===== src/rtl/bsg_astar_path_output_channel.sv =====
// Streams a finished A* path to the host as header, packed point words and an optional
// checksum trailer (enabled by defining BSG_ASTAR_PATH_CHECKSUM_EN).
module bsg_astar_path_output_channel #(
    parameter int board_width_p  = 16,
    parameter int max_path_len_p = 64,
    localparam int len_width_lp  = (max_path_len_p + 1 > 1) ? $clog2(max_path_len_p + 1) : 1,
    localparam int addr_width_lp = (max_path_len_p > 1) ? $clog2(max_path_len_p) : 1
) (
    input  logic                     clk_i,
    input  logic                     reset_n_i,
    input  logic                     v_i,
    input  logic                     found_i,
    input  logic [len_width_lp-1:0]  path_len_i,
    output logic                     ready_o,
    output logic                     rd_v_o,
    output logic [addr_width_lp-1:0] rd_addr_o,
    input  logic [11:0]              rd_data_i,
    output logic [63:0]              data_o,
    output logic                     v_o,
    input  logic                     yumi_i
);

    if (board_width_p > 64 || max_path_len_p > 255 || max_path_len_p < 1) begin : g_bad_cfg
        $error("bsg_astar_path_output_channel: unsupported board_width_p/max_path_len_p");
    end

    typedef enum logic [2:0] {
        S_IDLE, S_HDR, S_FETCH, S_SEND
`ifdef BSG_ASTAR_PATH_CHECKSUM_EN
        , S_TRL
`endif
    } state_e;

    localparam logic [len_width_lp-1:0] max_len_lp = len_width_lp'(max_path_len_p);

    state_e                   state_q, state_d;
    logic [len_width_lp-1:0]  len_q, len_d;
    logic [len_width_lp-1:0]  ptr_q, ptr_d;       // next point index to read
    logic [2:0]               rd_cnt_q, rd_cnt_d;   // reads issued for the current word
    logic [2:0]               cap_cnt_q, cap_cnt_d; // points captured for the current word
    logic [2:0]               word_n_q, word_n_d;
    logic                     cap_v_q, cap_v_d;
    logic                     rd_v_q, rd_v_d;
    logic [addr_width_lp-1:0] rd_addr_q, rd_addr_d;
    logic [59:0]              slots_q, slots_d;
    logic [63:0]              data_q, data_d;
    logic                     v_q, v_d;
`ifdef BSG_ASTAR_PATH_CHECKSUM_EN
    logic [63:0]              csum_q, csum_d;
`endif

    logic [len_width_lp-1:0]  len_new, rem;
    logic                     ovf_new;
    logic [2:0]               next_n;

    assign ovf_new = found_i & (path_len_i > max_len_lp);
    assign len_new = !found_i ? '0 : (ovf_new ? max_len_lp : path_len_i);
    assign rem     = len_q - ptr_q;
    assign next_n  = (rem > len_width_lp'(5)) ? 3'd5 : 3'(rem);

    always_comb begin
        state_d   = state_q;
        len_d     = len_q;
        ptr_d     = ptr_q;
        rd_cnt_d  = rd_cnt_q;
        cap_cnt_d = cap_cnt_q;
        word_n_d  = word_n_q;
        cap_v_d   = 1'b0;
        rd_v_d    = 1'b0;
        rd_addr_d = rd_addr_q;
        slots_d   = slots_q;
        data_d    = data_q;
        v_d       = v_q;
`ifdef BSG_ASTAR_PATH_CHECKSUM_EN
        csum_d    = csum_q;
`endif
        case (state_q)
            S_IDLE: begin
                if (v_i) begin
                    state_d = S_HDR;
                    len_d   = len_new;
                    ptr_d   = '0;
                    data_d  = {8'hA5, 8'(len_new), found_i, ovf_new, 46'b0};
                    v_d     = 1'b1;
`ifdef BSG_ASTAR_PATH_CHECKSUM_EN
                    csum_d  = '0;
`endif
                end
            end
            S_HDR, S_SEND: begin
                if (yumi_i) begin
`ifdef BSG_ASTAR_PATH_CHECKSUM_EN
                    csum_d = csum_q ^ data_q;
`endif
                    if (ptr_q < len_q) begin
                        // first read of the next word goes out together with the state change
                        state_d   = S_FETCH;
                        v_d       = 1'b0;
                        rd_v_d    = 1'b1;
                        rd_addr_d = ptr_q[addr_width_lp-1:0];
                        ptr_d     = ptr_q + len_width_lp'(1);
                        rd_cnt_d  = 3'd1;
                        cap_cnt_d = 3'd0;
                        word_n_d  = next_n;
                        slots_d   = '0;
                    end else begin
`ifdef BSG_ASTAR_PATH_CHECKSUM_EN
                        state_d = S_TRL;
                        data_d  = csum_q ^ data_q;
`else
                        state_d = S_IDLE;
                        v_d     = 1'b0;
`endif
                    end
                end
            end
            S_FETCH: begin
                if (rd_v_q && rd_cnt_q != word_n_q) begin
                    rd_v_d    = 1'b1;
                    rd_addr_d = ptr_q[addr_width_lp-1:0];
                    ptr_d     = ptr_q + len_width_lp'(1);
                    rd_cnt_d  = rd_cnt_q + 3'd1;
                end
                cap_v_d = rd_v_q;
                if (cap_v_q) begin
                    for (int k = 0; k < 5; k++) begin
                        if (cap_cnt_q == 3'(k)) slots_d[k*12 +: 12] = rd_data_i;
                    end
                    cap_cnt_d = cap_cnt_q + 3'd1;
                    if (cap_cnt_q + 3'd1 == word_n_q) begin
                        state_d = S_SEND;
                        v_d     = 1'b1;
                        data_d  = {1'b0, word_n_q, slots_d};
                    end
                end
            end
`ifdef BSG_ASTAR_PATH_CHECKSUM_EN
            S_TRL: begin
                if (yumi_i) begin
                    state_d = S_IDLE;
                    v_d     = 1'b0;
                end
            end
`endif
            default: state_d = S_IDLE;
        endcase
    end

    always_ff @(posedge clk_i or negedge reset_n_i) begin
        if (!reset_n_i) begin
            state_q   <= S_IDLE;
            len_q     <= '0;
            ptr_q     <= '0;
            rd_cnt_q  <= '0;
            cap_cnt_q <= '0;
            word_n_q  <= '0;
            cap_v_q   <= 1'b0;
            rd_v_q    <= 1'b0;
            rd_addr_q <= '0;
            slots_q   <= '0;
            data_q    <= '0;
            v_q       <= 1'b0;
`ifdef BSG_ASTAR_PATH_CHECKSUM_EN
            csum_q    <= '0;
`endif
        end else begin
            state_q   <= state_d;
            len_q     <= len_d;
            ptr_q     <= ptr_d;
            rd_cnt_q  <= rd_cnt_d;
            cap_cnt_q <= cap_cnt_d;
            word_n_q  <= word_n_d;
            cap_v_q   <= cap_v_d;
            rd_v_q    <= rd_v_d;
            rd_addr_q <= rd_addr_d;
            slots_q   <= slots_d;
            data_q    <= data_d;
            v_q       <= v_d;
`ifdef BSG_ASTAR_PATH_CHECKSUM_EN
            csum_q    <= csum_d;
`endif
        end
    end

    assign ready_o   = (state_q == S_IDLE);
    assign rd_v_o    = rd_v_q;
    assign rd_addr_o = rd_addr_q;
    assign data_o    = data_q;
    assign v_o       = v_q;

endmodule


===== config.mk =====
export PLATFORM = sky130hd
export DESIGN_NAME = bsg_astar_path_output_channel
export DESIGN_NICKNAME = d
export VERILOG_FILES = /design/src/rtl/bsg_astar_path_output_channel.sv
export SDC_FILE = /design/constraint.sdc
export NUM_CORES = 1
export LEC_CHECK = 0
export ABC_AREA = 1
export BUFFER_PORTS_ARGS = -buffer_cell sky130_fd_sc_hd__buf_2
export CAP_MARGIN = 0
export CORE_UTILIZATION = 50
export CTS_CLUSTER_DIAMETER = 80
export DETAILED_ROUTE_END_ITERATION = 6
export HOLD_SLACK_MARGIN = 0.1
export PLACE_DENSITY = 0.7
export SKIP_CTS_REPAIR_TIMING = 1
export SYNTH_ARGS = -nofsm -noshare
export SYNTH_HDL_FRONTEND = slang
export SYNTH_SLANG_ARGS = --single-unit

===== constraint.sdc =====
create_clock -name clk_i -period 4.2 [get_ports clk_i]
set_clock_uncertainty 0.15 [all_clocks]
set_input_delay 0.42 -clock clk_i [delete_from_list [all_inputs] [get_ports clk_i]]
set_output_delay 0.42 -clock clk_i [all_outputs]
set_load 0.005 [all_outputs]

==> Word level (Yosys, flattened, before mapping) <==
Index checks and enable logic that the tools add are counted.
{ "op_classes": {"add_sub_neg": 4, "magnitude_cmp": 3, "eq_ne": 15, "mux": 49, "n_bitwise": 1, "n_reduce_logical": 15} }
{ "op_table": {"columns": ["op", "n"], "rows": [
  ["$mux 64", 3],
  ["$mux 60", 3],
  ["$pmux 64 s2", 1],
  ["$pmux 60 s2", 1],
  ["$mux 12", 5],
  ["$mux 7", 6],
  ["$mux 3", 11],
  ["$pmux 7 s3", 1],
  ["$mux 6", 3],
  ["$reduce_and 4->1", 4],
  ["$eq 3x2->1 const B", 4],
  ["$ne 2x2->1 const B", 6],
  ["$pmux 3 s2", 2],
  ["$pmux 6 s2", 1],
  ["$reduce_and 5->1", 2],
  ["$pmux 3 s3", 1],
  ["$mux 1", 8],
  ["$add 7x1->7 const B", 1],
  ["$gt 7x3->1 const B", 1],
  ["$gt 7x7->1 const B", 1],
  ["$lt 7x7->1", 1],
  ["$sub 7x7->7", 1],
  ["$add 3x1->3 const B", 2],
  ["$eq 3x1->1 const B", 2],
  ["14 further kinds", 16]
]} }
{ "word_totals": {"reg_bits": 159, "inputBits": 24, "out_inout_bits": 73, "word_cells": 99} }

==> Longest topological paths before layout <==
{ "depth": {"ltp_word": 6, "mapped_depth": 15, "depth_no_buf": 14} }

==> Worst setup path after synthesis <==
Ideal clock, no wire load.
{ "synth_path": {"kind": "flip-flop to flip-flop", "start": "register ptr_q[2]", "end": "register cap_cnt_q[1]", "setup_time_ps": 117, "arrival_time_ps": 1828, "required_time_ps": 3933, "setup_slack_ps": 2106, "stages_incl_launch_ff": 16, "path_buffers": 2, "period_less_slack_ps": 2094, "cell_sequence": "dfrtp_1 -> inv_1 -> ha_1 -> nand2_1 -> nand2_1 -> inv_2 -> nand2_2 -> nand2_1 -> nand2_2 -> nand3_4 -> nand2_4 -> nand2_2 -> buf_6 -> buf_6 -> nand2_1 -> nand2_1"} }
{ "synth_between": {"elab_chain_cells": 3} }
{ "synth_rtl": {"columns": ["item", "line", "text"], "rows": [
  ["start: declaration", "38", "logic [len_width_lp-1:0] ptr_q, ptr_d;"],
  ["start signal: assignment", "169", "ptr_q <= ptr_d;"],
  ["$lt 7x7->1", "95", "if (ptr_q < len_q) begin"],
  ["$ne 2x2->1 (no source line)", null, null],
  ["$reduce_and 4->1 (no source line)", null, null],
  ["end signal: assignment", "171", "cap_cnt_q <= cap_cnt_d;"],
  ["end: declaration", "40", "logic [2:0] cap_cnt_q, cap_cnt_d;"]
]} }
Every way passes these cells.
A chain may end at the register's enable or synchronous reset.

==> Worst setup path after layout <==
{ "layout_path": {"start": "register ptr_q[2]", "end": "register slots_q[54]"} }
{ "layout_between": {"elab_chain_cells": 3} }
{ "layout_rtl": {"columns": ["item", "line", "text"], "rows": [
  ["$lt 7x7->1", "95", null],
  ["$ne 2x2->1 (no source line)", null, null],
  ["$reduce_and 4->1 (no source line)", null, null],
  ["end signal: assignment", "176", "slots_q <= slots_d;"],
  ["end: declaration", "45", "logic [59:0] slots_q, slots_d;"]
]} }
Every way passes these cells.

==> results.txt <==
The number of global-route vias before repair is 6204. The stage delay of the slowest cell on the critical path came out at 0.55 ns. The checks that failed: design-rule violations. The run finished, with violations left. The utilization after layout came out at 60.1%. The CTS buffer count came out at 17. Summed over all cells, the static leakage comes to 0.00481 uW. The final total negative setup slack is 0 ns. The area share of the largest cell type after synthesis is 51.8%.

The type of the worst setup path is reg2reg. For the pin with the worst max-slew slack, the measured transition is 0.949 ns. In this run the deepest clock path goes through 2 buffers. Setup repair after global routing left no endpoint under its margin.

Traced cell by cell, the critical path runs through inv_1 -> ha_1 -> nand2_1 -> nand2_1 -> inv_2 -> nand2_2 -> nand2_1 -> nand2_2 -> nand3_4 -> nand2_4 -> nand2_2 -> buf_4 -> nand2_1 -> o21ai_0. The count of mapped cells out of synthesis came out at 981. The post-route DRC violation count is 5.

The portion of the clock cycle consumed by the worst path in the final layout is 77.4%. The type of element launching the critical path is a flip-flop. After clock tree synthesis, the clock-pin slew on the worst setup and hold paths is 0.06 ns. The data arrival time of the critical path is 3.39 ns. Port buffering added 96 buffers.

The tightest min-delay check is of the in2reg type. The number of distinct library cell variants in the gate-level netlist after synthesis came out at 26. The synthesis-stage register bit count came out at 158. The first-pass detailed-route iteration total came out at 7.

The cell area that synthesis handed to floorplanning was 7630 um2. The worst pin sits at a relative slew slack of 36.7%. The global-route usage over all layers came out at 25.4%. The sum of routed wire length over all layers came out at 18800 um. The time the final worst path needs with I/O delays and setup came out at 3.25 ns. The clock reaches the later pin of the worst-skew pair after 0.42 ns. The initial core utilization came out at 51.9%. STA puts the critical path data required time at 4.34 ns. The overall die area is 15800 um2. The post-synthesis to final-layout area growth came out at 15.7%.

The final route contains 6546 vias. TritonCTS built the clock tree. The final weighted congestion in routability-driven placement is 0.874. The violation count after the first detailed-routing iteration came out at 543. The count of nets after finishing is 1099.

The largest net degree at the start of global routing came out at 103. The number of placement rows is 44. The wire length of the first global-routing pass is 31400 um. The ratio of cells with drive above 1 in the final layout is 13.4%. The number of H-tree branching levels came out at 4. The reported max-cap violation count came out at 0. The detailed placement HPWL came out at 12300 um. The clock root buffer is clkbuf_16. The per-cell via count in the routed design is 5.22. When the netlist entered floorplanning its net count stood at 1020. After synthesis, the mean cell area works out to 7.78 um2. The count of boundary I/O pins is 97.

The largest voltage drop on the vdd net is 0.000483 V. Among the stages of the critical path, the cell type that occurs most often is nand2_1. The initial antenna violation count came to 0. The number of inserted diodes came out at 0. The nature of the critical path endpoint is a flip-flop. The floorplan step set the die width to 126 um. Yosys attributes the largest share of cell area to dfrtp_1 52%, nand2_1 18%, o21ai_0 6.6%, nand3_1 4.8%, nor2_1 4.6%. The share of the Yosys chip area taken by registers is 51.8%. The number of warning messages in the yosys log came out at 0. The biggest area contributor in the post-synthesis netlist is dfrtp_1.

The hold violation total from the final report came out at 0. The sum of overflow across all layers after global routing is 0. The cell with the biggest individual delay on the critical path is nand2_2. Setup violations remaining at the end of the flow were counted as 0. The core region is 14700 um2. For this design, the sink count on the clock tree is 158.

Measured along the y axis, the die boundary spans 126 um. Along the worst path, the maximum fanout reaches 46. Dividing the detail-routed wire length by the instance count gives 15.0 um.

The post-detailed-route count of antenna-violating nets came out at 0. The ratio of total power to cell area is 677 nW/um2. The final-report max-slew violation count came to 0. The maximum frequency from static timing analysis is 308 MHz.
[critical path, delay by kind of cell (launching register included)]
family / cells / cell delay (ns)
buf+inv: 3 / 0.53
fa+ha+maj: 1 / 0.38
compound gates: 1 / 0.08
flops: 1 / 0.42
simple gates: 9 / 1.54
[synth_stat cells]
cell      number
nand2_1      374
dfrtp_1      158
o21ai_0      100
nor2_1        94
nand3_1       73
inv_1         54
a21oi_1       33
clkbuf_1      22
buf_2         16
ha_1          14
nand4_1        7
xor2_1         7
buf_6          5
xnor2_1        5
o21a_1         4
inv_2          3
nand2_2        3
buf_4          1
clkbuf_2       1
fa_1           1
nand2_4        1
nand3_4        1
nand3b_1       1
nor2_2         1
nor3_1         1
or2_2          1
[report_power, final]
| group | switching (uW) | internal, uW |
|---|---|---|
| Combinational | 1560 | 704 |
| Sequential | 212 | 1840 |
| Clock | 611 | 1050 |
| Total | 2380 | 3600 |
[layer usage]
| metal | GRT usage, % | routed length (um) | vias up |
|---|---|---|---|
| met5 | 0 | 0 | - |
| met4 | 8.54 | 273 | 0 |
| met3 | 5.65 | 1100 | 20 |
| met2 | 39.0 | 8580 | 209 |
| met1 | 35.8 | 8830 | 3041 |
| li1 | - | - | 3276 |
[registers in the layout, summed over array words and instances (netlist names), named ones only]
| signal | flops |
|---|---|
| rd_addr_o | 6 |
| slots_q | 60 |
| rd_v_o | 1 |
| ptr_q | 7 |
| data_o | 64 |
| cap_cnt_q | 3 |
| word_n_q | 3 |
| state_q | 1 |
| len_q | 7 |
| v_o | 1 |
| cap_v_q | 1 |
| rd_cnt_q | 3 |
[final cells by class]
class	count	area (um2)
clock buffer	21	480
clock inverter	9	155
fill	1352	5870
inverter	57	214
multi-input combinational	721	3240
sequential	158	3950
tap	184	230
timing repair buffer	105	559
[cells by family after synthesis]
kind of cell | Yosys count | share of synthesized area [%]
AOI/OAI and AO/OA | 137 | 9.11
adders and majority gates | 15 | 2.56
buffers and inverters | 102 | 5.84
and+or+nand+nor | 557 | 29.3
xor gates and xnor gates | 12 | 1.38
DFF | 158 | 51.8
[cells in the final DEF (no fill, tap or decap), types with 14 or more instances in the layout]
| cell type | n |
|---|---|
| nand2_1 | 373 |
| inv_1 | 54 |
| clkbuf_16 | 17 |
| nor2_1 | 94 |
| dfrtp_1 | 158 |
| buf_2 | 95 |
| nand3_1 | 73 |
| ha_1 | 14 |
| o21ai_0 | 100 |
| a21oi_1 | 33 |
[final timing paths]
check | start | end | slack [ns] | cells after the start
worst max-delay path | ptr_q[2] | slots_q[54] | 0.95 | 14
worst min-delay path | path_len_i[2] | len_q[2] | 0.15 | 3
worst max register to register | ptr_q[2] | slots_q[54] | 0.95 | 14
worst min register to register | slots_q[44] | slots_q[44] | 0.32 | 2
max in group asynchronous | reset_n_i | rd_addr_o[5] | 2.46 | 3
min in group asynchronous | reset_n_i | slots_q[7] | 0.51 | 2
[stage by stage]
step / setup slack, ns / std cells / instance area (um2) / total power [uW] / hold WS, ns
3_3_place_gp: 1.04 / 1223 / 8170 / 4300 / 0.298
2_1_floorplan: 2.11 / 981 / 7630 / 3740 / -0.0256
6_report: 0.951 / 1255 / 8830 / 5980 / 0.153
3_5_place_dp: 0.938 / 1223 / 8170 / 4340 / 0.303
4_1_cts: 0.949 / 1253 / 8810 / 6010 / -0.00849
5_1_grt: 0.630 / 1255 / 8830 / 6440 / 0.166
(Power assumes the default switching activity.)
